==> src/rtl/hazard_pkg.sv <==
// ============================================================================
// Module      : hazard_pkg
// Description : Forward-select encodings and shared defaults for the
//               superscalar hazard unit.
// Revision    : 1.0 - initial release
// ============================================================================
`default_nettype none

package hazard_pkg;

    // Source field of a forward select; the lane index sits above these bits.
    typedef logic [1:0] fwd_sel_t;

    localparam fwd_sel_t FWD_NONE = 2'b00;
    localparam fwd_sel_t FWD_M    = 2'b10;
    localparam fwd_sel_t FWD_W    = 2'b01;

    localparam int ECALL_REG_DEF = 10;

endpackage

`default_nettype wire

==> src/rtl/fwd_sel.sv <==
// ============================================================================
// Module      : fwd_sel
// Description : Forward-select for one E-stage source operand across all
//               M/W lanes.
// Revision    : 1.0 - initial release
// ============================================================================
`default_nettype none

module fwd_sel
    import hazard_pkg::*;
#(
    parameter int LANES = 2,
    parameter int LW    = 1
) (
    input  logic [4:0]             i_rs,
    input  logic [LANES-1:0][4:0]  i_rdM,
    input  logic [LANES-1:0]       i_regWriteM,
    input  logic [LANES-1:0][4:0]  i_rdW,
    input  logic [LANES-1:0]       i_regWriteW,
    output logic [LW+1:0]          o_sel
);

    // Later assignments override earlier ones: W is scanned first so any M
    // hit wins, and ascending lane order lets the highest lane win.
    always_comb begin
        o_sel = {{LW{1'b0}}, FWD_NONE};
        if (i_rs != 5'd0) begin
            for (int l = 0; l < LANES; l++) begin
                if (i_regWriteW[l] && (i_rdW[l] == i_rs)) begin
                    o_sel = {LW'(l), FWD_W};
                end
            end
            for (int l = 0; l < LANES; l++) begin
                if (i_regWriteM[l] && (i_rdM[l] == i_rs)) begin
                    o_sel = {LW'(l), FWD_M};
                end
            end
        end
    end

endmodule

`default_nettype wire

==> src/rtl/hazard_unit_ss.sv <==
// ============================================================================
// Module      : hazard_unit_ss
// Description : Superscalar hazard unit: forwarding, load/ecall/scoreboard/
//               structural hazards, stalls, flushes and stall-cycle counter.
// Revision    : 1.0 - initial release
// ============================================================================
`default_nettype none

module hazard_unit_ss
    import hazard_pkg::*;
#(
    parameter int LANES     = 2,
    parameter int NREG      = 32,
    parameter int ECALL_REG = ECALL_REG_DEF,
    parameter int LW        = (LANES > 1) ? $clog2(LANES) : 1
) (
    input  logic                      clk,
    input  logic                      reset,
    input  logic                      IF_miss,
    input  logic [LANES-1:0]          Stall_miss,
    input  logic                      enableD,
    input  logic [LANES-1:0]          PCSrcE,
    input  logic [LANES-1:0][4:0]     Rs1D,
    input  logic [LANES-1:0][4:0]     Rs2D,
    input  logic [LANES-1:0][4:0]     Rs1E,
    input  logic [LANES-1:0][4:0]     Rs2E,
    input  logic [LANES-1:0][4:0]     RdE,
    input  logic [LANES-1:0]          ResultSrcE0,
    input  logic [LANES-1:0]          LongE,
    input  logic [LANES-1:0]          EcallE,
    input  logic [LANES-1:0]          EcallM,
    input  logic [LANES-1:0][4:0]     RdM,
    input  logic [LANES-1:0][4:0]     RdW,
    input  logic [LANES-1:0]          RegWriteM,
    input  logic [LANES-1:0]          RegWriteW,
    input  logic                      LongDone,
    input  logic [4:0]                LongRd,
    output logic                      StallF,
    output logic                      StallD,
    output logic                      StallE,
    output logic                      StallM,
    output logic                      StallW,
    output logic                      FlushD,
    output logic                      FlushE,
    output logic [LANES-1:0][LW+1:0]  ForwardAE,
    output logic [LANES-1:0][LW+1:0]  ForwardBE,
    output logic [31:0]               StallCnt
);

    logic [NREG-1:0] r_pending;
    logic [NREG-1:0] w_pendingEff;
    logic [NREG-1:0] w_pendingNext;
    logic [31:0]     r_stallCnt;

    logic w_memStall;
    logic w_redirect;
    logic w_loadHit;
    logic w_ecallSrc;
    logic w_sbHit;
    logic w_loadHazard;
    logic w_ecallHazard;
    logic w_sbHazard;
    logic w_structHazard;
    logic w_stallFD;
    logic w_stallE;

    for (genvar l = 0; l < LANES; l++) begin : g_lane
        fwd_sel #(.LANES(LANES), .LW(LW)) u_fwdA (
            .i_rs        (Rs1E[l]),
            .i_rdM       (RdM),
            .i_regWriteM (RegWriteM),
            .i_rdW       (RdW),
            .i_regWriteW (RegWriteW),
            .o_sel       (ForwardAE[l])
        );
        fwd_sel #(.LANES(LANES), .LW(LW)) u_fwdB (
            .i_rs        (Rs2E[l]),
            .i_rdM       (RdM),
            .i_regWriteM (RegWriteM),
            .i_rdW       (RdW),
            .i_regWriteW (RegWriteW),
            .o_sel       (ForwardBE[l])
        );
    end

    // The scoreboard reads as empty while reset is held.
    assign w_pendingEff = reset ? '0 : r_pending;

    assign w_memStall = IF_miss | (|Stall_miss);
    assign w_redirect = |PCSrcE;

    always_comb begin
        w_loadHit  = 1'b0;
        w_ecallSrc = 1'b0;
        w_sbHit    = 1'b0;
        for (int d = 0; d < LANES; d++) begin
            for (int e = 0; e < LANES; e++) begin
                if ((ResultSrcE0[e] || LongE[e]) && (RdE[e] != 5'd0) &&
                    ((Rs1D[d] == RdE[e]) || (Rs2D[d] == RdE[e]))) begin
                    w_loadHit = 1'b1;
                end
            end
            if ((Rs1D[d] == 5'(ECALL_REG)) || (Rs2D[d] == 5'(ECALL_REG))) begin
                w_ecallSrc = 1'b1;
            end
            for (int r = 1; r < NREG; r++) begin
                if (w_pendingEff[r] &&
                    ((Rs1D[d] == 5'(r)) || (Rs2D[d] == 5'(r)))) begin
                    w_sbHit = 1'b1;
                end
            end
        end
    end

    assign w_loadHazard   = enableD & w_loadHit;
    assign w_ecallHazard  = enableD & w_ecallSrc & ((|EcallE) | (|EcallM));
    assign w_sbHazard     = enableD & w_sbHit;
    // The mul/div unit holds one op at a time; a new one waits in E.
    assign w_structHazard = enableD & (|LongE) & (|w_pendingEff);

    assign w_stallFD = w_memStall | w_loadHazard | w_ecallHazard |
                       w_sbHazard | w_structHazard;
    assign w_stallE  = w_memStall | w_structHazard;

    // Clear first, then set, so a coincident set of the same register wins.
    always_comb begin
        w_pendingNext = r_pending;
        if (LongDone) begin
            for (int r = 0; r < NREG; r++) begin
                if (LongRd == 5'(r)) begin
                    w_pendingNext[r] = 1'b0;
                end
            end
        end
        if (!w_stallE) begin
            for (int l = 0; l < LANES; l++) begin
                for (int r = 1; r < NREG; r++) begin
                    if (LongE[l] && (RdE[l] == 5'(r))) begin
                        w_pendingNext[r] = 1'b1;
                    end
                end
            end
        end
        w_pendingNext[0] = 1'b0;
    end

    always_ff @(posedge clk) begin
        if (reset) begin
            r_pending  <= '0;
            r_stallCnt <= '0;
        end else begin
            r_pending <= w_pendingNext;
            if (w_stallFD && (r_stallCnt != 32'hFFFF_FFFF)) begin
                r_stallCnt <= r_stallCnt + 32'd1;
            end
        end
    end

    assign StallF   = w_stallFD;
    assign StallD   = w_stallFD;
    assign StallE   = w_stallE;
    assign StallM   = w_memStall;
    assign StallW   = w_memStall;
    assign FlushD   = ~w_memStall & w_redirect;
    assign FlushE   = ~w_memStall & ~w_structHazard &
                      (w_redirect | w_loadHazard | w_ecallHazard | w_sbHazard);
    assign StallCnt = r_stallCnt;

endmodule

`default_nettype wire

==> config.mk <==
export PLATFORM = sky130hd
export DESIGN_NAME = hazard_unit_ss
export DESIGN_NICKNAME = d
export VERILOG_FILES = /design/src/rtl/hazard_pkg.sv /design/src/rtl/fwd_sel.sv /design/src/rtl/hazard_unit_ss.sv
export SDC_FILE = /design/constraint.sdc
export NUM_CORES = 1
export LEC_CHECK = 0
export ABC_AREA = 1
export BUFFER_PORTS_ARGS = -buffer_cell sky130_fd_sc_hd__clkbuf_2
export CAP_MARGIN = 20
export CORE_UTILIZATION = 30
export DETAILED_ROUTE_END_ITERATION = 8
export PLACE_DENSITY = 0.54
export SETUP_SLACK_MARGIN = 0.3
export SLEW_MARGIN = 20
export SYNTH_ARGS = -nofsm -noshare
export SYNTH_HDL_FRONTEND = slang
export SYNTH_HIERARCHICAL = 1
export SYNTH_SLANG_ARGS = --single-unit
==> constraint.sdc <==
create_clock -name clk -period 2.4 [get_ports clk]
set_input_delay 0 -clock clk [delete_from_list [all_inputs] [get_ports clk]]
set_output_delay 0 -clock clk [all_outputs]
set_load 0.02 [all_outputs]
==> impl_results.md <==
- Core ar.: 0.0260 mm²
- Overall Global Routing Usage: 20.6%
- Max clock buf depth: 2
- Die X: 164 µm
- Initial Util: 30.4%
- Setup ws final: 0.369 ns
- Fin Clk Skew: 0.00386 ns
- WL final: 28.7 mm
- Area Growth Syn to Fin: 19.7%
- Synthesized Nets: 1,661
- Via count: 10,000
- Slew @ Worst Pin: 0.569 ns
- Vias in the first global route: 8,714
- DRC: 0
- Post-route ant nets: 0
- Clk Tree Root Cell: clkbuf_16
- Crit-path max cell delay: 0.37 ns
- Tot Pwr: 3210 µW
- Dpl ws: 0.157 ns
- Leak Pwr: 0.00496 µW
- Hold Crit Class: in -> reg
- Gr ovfl total: 0
- Fin. Hold Viols: 0
- Largest cells by area after synthesis: nand2_1 26%, dfxtp_1 16%, nand3_1 11%
- GR peak layer: met2
- Fin crit period: 2.03 ns
- Achievable frequency: 492 MHz
- Run status: complete, no violations
- CTS tree: done
- GP Congestion: 0.886
- Critical path peak fanout: 7
- Met1 Usage GRT: 27.3%
- RSZ-0062 raised after global routing: yes
- Max IR drop VDD: 0.000322 V
- Via density: 4.95
- Row cnt: 59
- Clock slew at the register clock pins of the worst setup and hold paths: 0.05 ns
- Mean Syn Cell Area: 5.05 µm²
- Yosys top cell area share: 26.1%
- CP endpoint kind: flip-flop
- Synth Cell Area: 0.00790 mm²
- GR Util met3: 2.55%
- Largest delay share family, worst path: simple AND/OR/NAND/NOR gates
- Insertion delay to the later sink of the worst-skew pair: 0.33 ns
- Clock net sink count: 63
- Critical Path Source Type: flip-flop
- HPWL after detailed placement: 22.0 mm
- Synth cell types: 36
- N_diodes: 0
- CP cell instances: ha_4 -> nand2_2 -> nor2_1 -> nand4_1 -> nor2_4 -> nand4_1 -> or2_4 -> nand4_1 -> inv_1 -> nand2_1 -> nand2_1 -> nand2_1 -> nor2_1
- Ports: 147
- First-pass GRT wire length: 44.1 mm
- Tcrit/Tclk final: 84.6%
- Detailed Route Iter0 Violations: 852
- Syn. warnings: 6
- TritonCTS Buffers: 9
- Sum Neg Setup Slack: 0 ns
- FF+latch count, synth: 63
- Slew HR: 61.8%
- H-tree depth: 3
- Share of cells above drive strength 1: 17.0%
- Height of the die: 164 µm
- Sequential element share of the synthesized area: 16.0%
- Die Area: 0.0270 mm²
- Cell count after synthesis: 1,564
- Crit path max-delay cell type: dfxtp_4
- # Max-Cap Violations: 0
- Filler cell count: 2,942
- Max-slew violation count: 0
- Met2 usage: 34.2%
- CP Buf/Inv Count: 1
- Power per cell area: 339 mW/mm²
- Fin nets: 1,785
- First drt pass iteration count: 5
- Kind of critical path: reg -> reg
- Routed wire per std cell: 14.2 µm
- PortBufs: 146
- # setup viols final: 0
- Required time worst endpoint: 2.63 ns
- Antenna violations before repair: 0
- Data arrival, critical path: 2.26 ns
- Largest net degree at the start of global routing: 61
- Area leader, netlist: nand2_1
flip-flops by register name, summed over array words and instances, names as in the netlist:
signal     flops
r_pending     31
StallCnt      32
worst reg2reg max path: cells and delay by family, from the launching register on:
| family | cells | cell delay, ns |
|---|---|---|
| fa+ha+maj | 1 | 0.14 |
| buf+inv | 1 | 0.06 |
| simple gates | 11 | 1.35 |
| flops | 1 | 0.37 |
final timing paths:
kind                startpoint  cells past startpoint             to  slack [ns]
hold reg to reg   r_pending[2]                      2   r_pending[2]        0.48
setup / recovery   StallCnt[0]                     13   StallCnt[19]        0.37
hold / removal       LongRd[4]                      3  r_pending[16]       0.006
setup reg to reg   StallCnt[0]                     13   StallCnt[19]        0.37
kinds of logic after synthesis:
group                    share of synthesized area [%]
AND/OR/NAND/NOR                                   54.5
buffers and inverters                             14.3
AO/OA/AOI/OAI                                     10.9
flip-flops                                        16.0
XOR/XNOR                                          4.21
adder cells (fa/ha/maj)                          0.158
timing repair:
item | 4_1_cts | 5_1_grt
endpoints found under the hold margin | 1 | 0
endpoints found under the setup margin | 25 | 33
pin swaps | 2 | 8
hold buffers | 1 | 0
gates cloned | 0 | 3
gates resized for setup | 7 | 44
buffers inserted | 6 | 7
per-layer routing:
metal | vias to the layer above | part of all wire (%)
met4 | 0 | 2.6
met1 | 4435 | 46
met5 | - | 0
li1 | 5159 | -
met3 | 50 | 6.3
met2 | 384 | 45
where the power goes:
| group | switching (µW) | internal [µW] | total [µW] | leakage, µW |
|---|---|---|---|---|
| logic | 635 | 298 | 932 | 0.00431 |
| registers | 10.3 | 1060 | 1070 | 0.000511 |
| clock network | 445 | 763 | 1210 | 0.000136 |
| total | 1090 | 2120 | 3210 | 0.00496 |
cell usage in the layout (no fill, tap or decap), drive strengths merged, types with 6 or more instances in the layout:
cell | synthesis | layout
a21oi | 42 | 42
buf | 46 | 31
clkbuf | 18 | 157
dfxtp | 63 | 63
inv | 206 | 206
nand2 | 550 | 550
nand3 | 185 | 185
nand4 | 14 | 14
nor2 | 252 | 252
nor3 | 18 | 18
nor3b | 6 | 6
nor4 | 6 | 6
o21ai | 82 | 82
o22ai | 26 | 26
xnor2 | 25 | 25
xor2 | 13 | 13
cells in the mapped netlist:
cell type,number
nand4_1,14
nand2_2,1
xnor2_1,25
buf_2,28
a22o_1,1
o21a_1,1
buf_4,14
a32o_1,2
o21ai_0,79
o21ai_1,3
ha_1,1
a21oi_2,4
buf_6,3
nor4_2,1
inv_2,27
buf_1,1
o32ai_1,2
nor3b_1,6
nor4_1,5
nor3_1,18
clkbuf_1,18
nand3b_1,1
a41oi_1,1
a21oi_1,38
inv_1,179
xor2_1,13
nand3_2,4
clkinv_1,1
dfxtp_1,63
o22ai_1,26
nand3_1,181
nand2_1,549
nor2_2,19
or2_1,2
nor2_4,2
nor2_1,231
metrics by stage:
step / instances / hold slack [ns] / utilization, % / cell area (µm²)
floorplan: 1564 / 0.202 / - / 7910
global placement: 1995 / 0.341 / 34.0 / 8830
detailed placement: 1995 / 0.341 / 34.0 / 8830
CTS: 2015 / 0.00549 / 35.4 / 9200
global route: 2025 / 0.0416 / 36.4 / 9460
finish: 2025 / 0.00626 / 36.4 / 9460
final cells by class:
| type | count | area (µm²) | share of cell area (%) |
|---|---|---|---|
| Tap cell | 335 | 419 | 4.43 |
| Clock buffer | 12 | 267 | 2.82 |
| Timing Repair Buffer | 177 | 1050 | 11.1 |
| Inverter | 207 | 777 | 8.21 |
| Multi-Input combinational cell | 1230 | 5670 | 59.9 |
| Clock inverter | 1 | 5.00 | 0.0529 |
| Sequential cell | 63 | 1270 | 13.5 |
No activity file was read; power rests on OpenSTA's default activity.
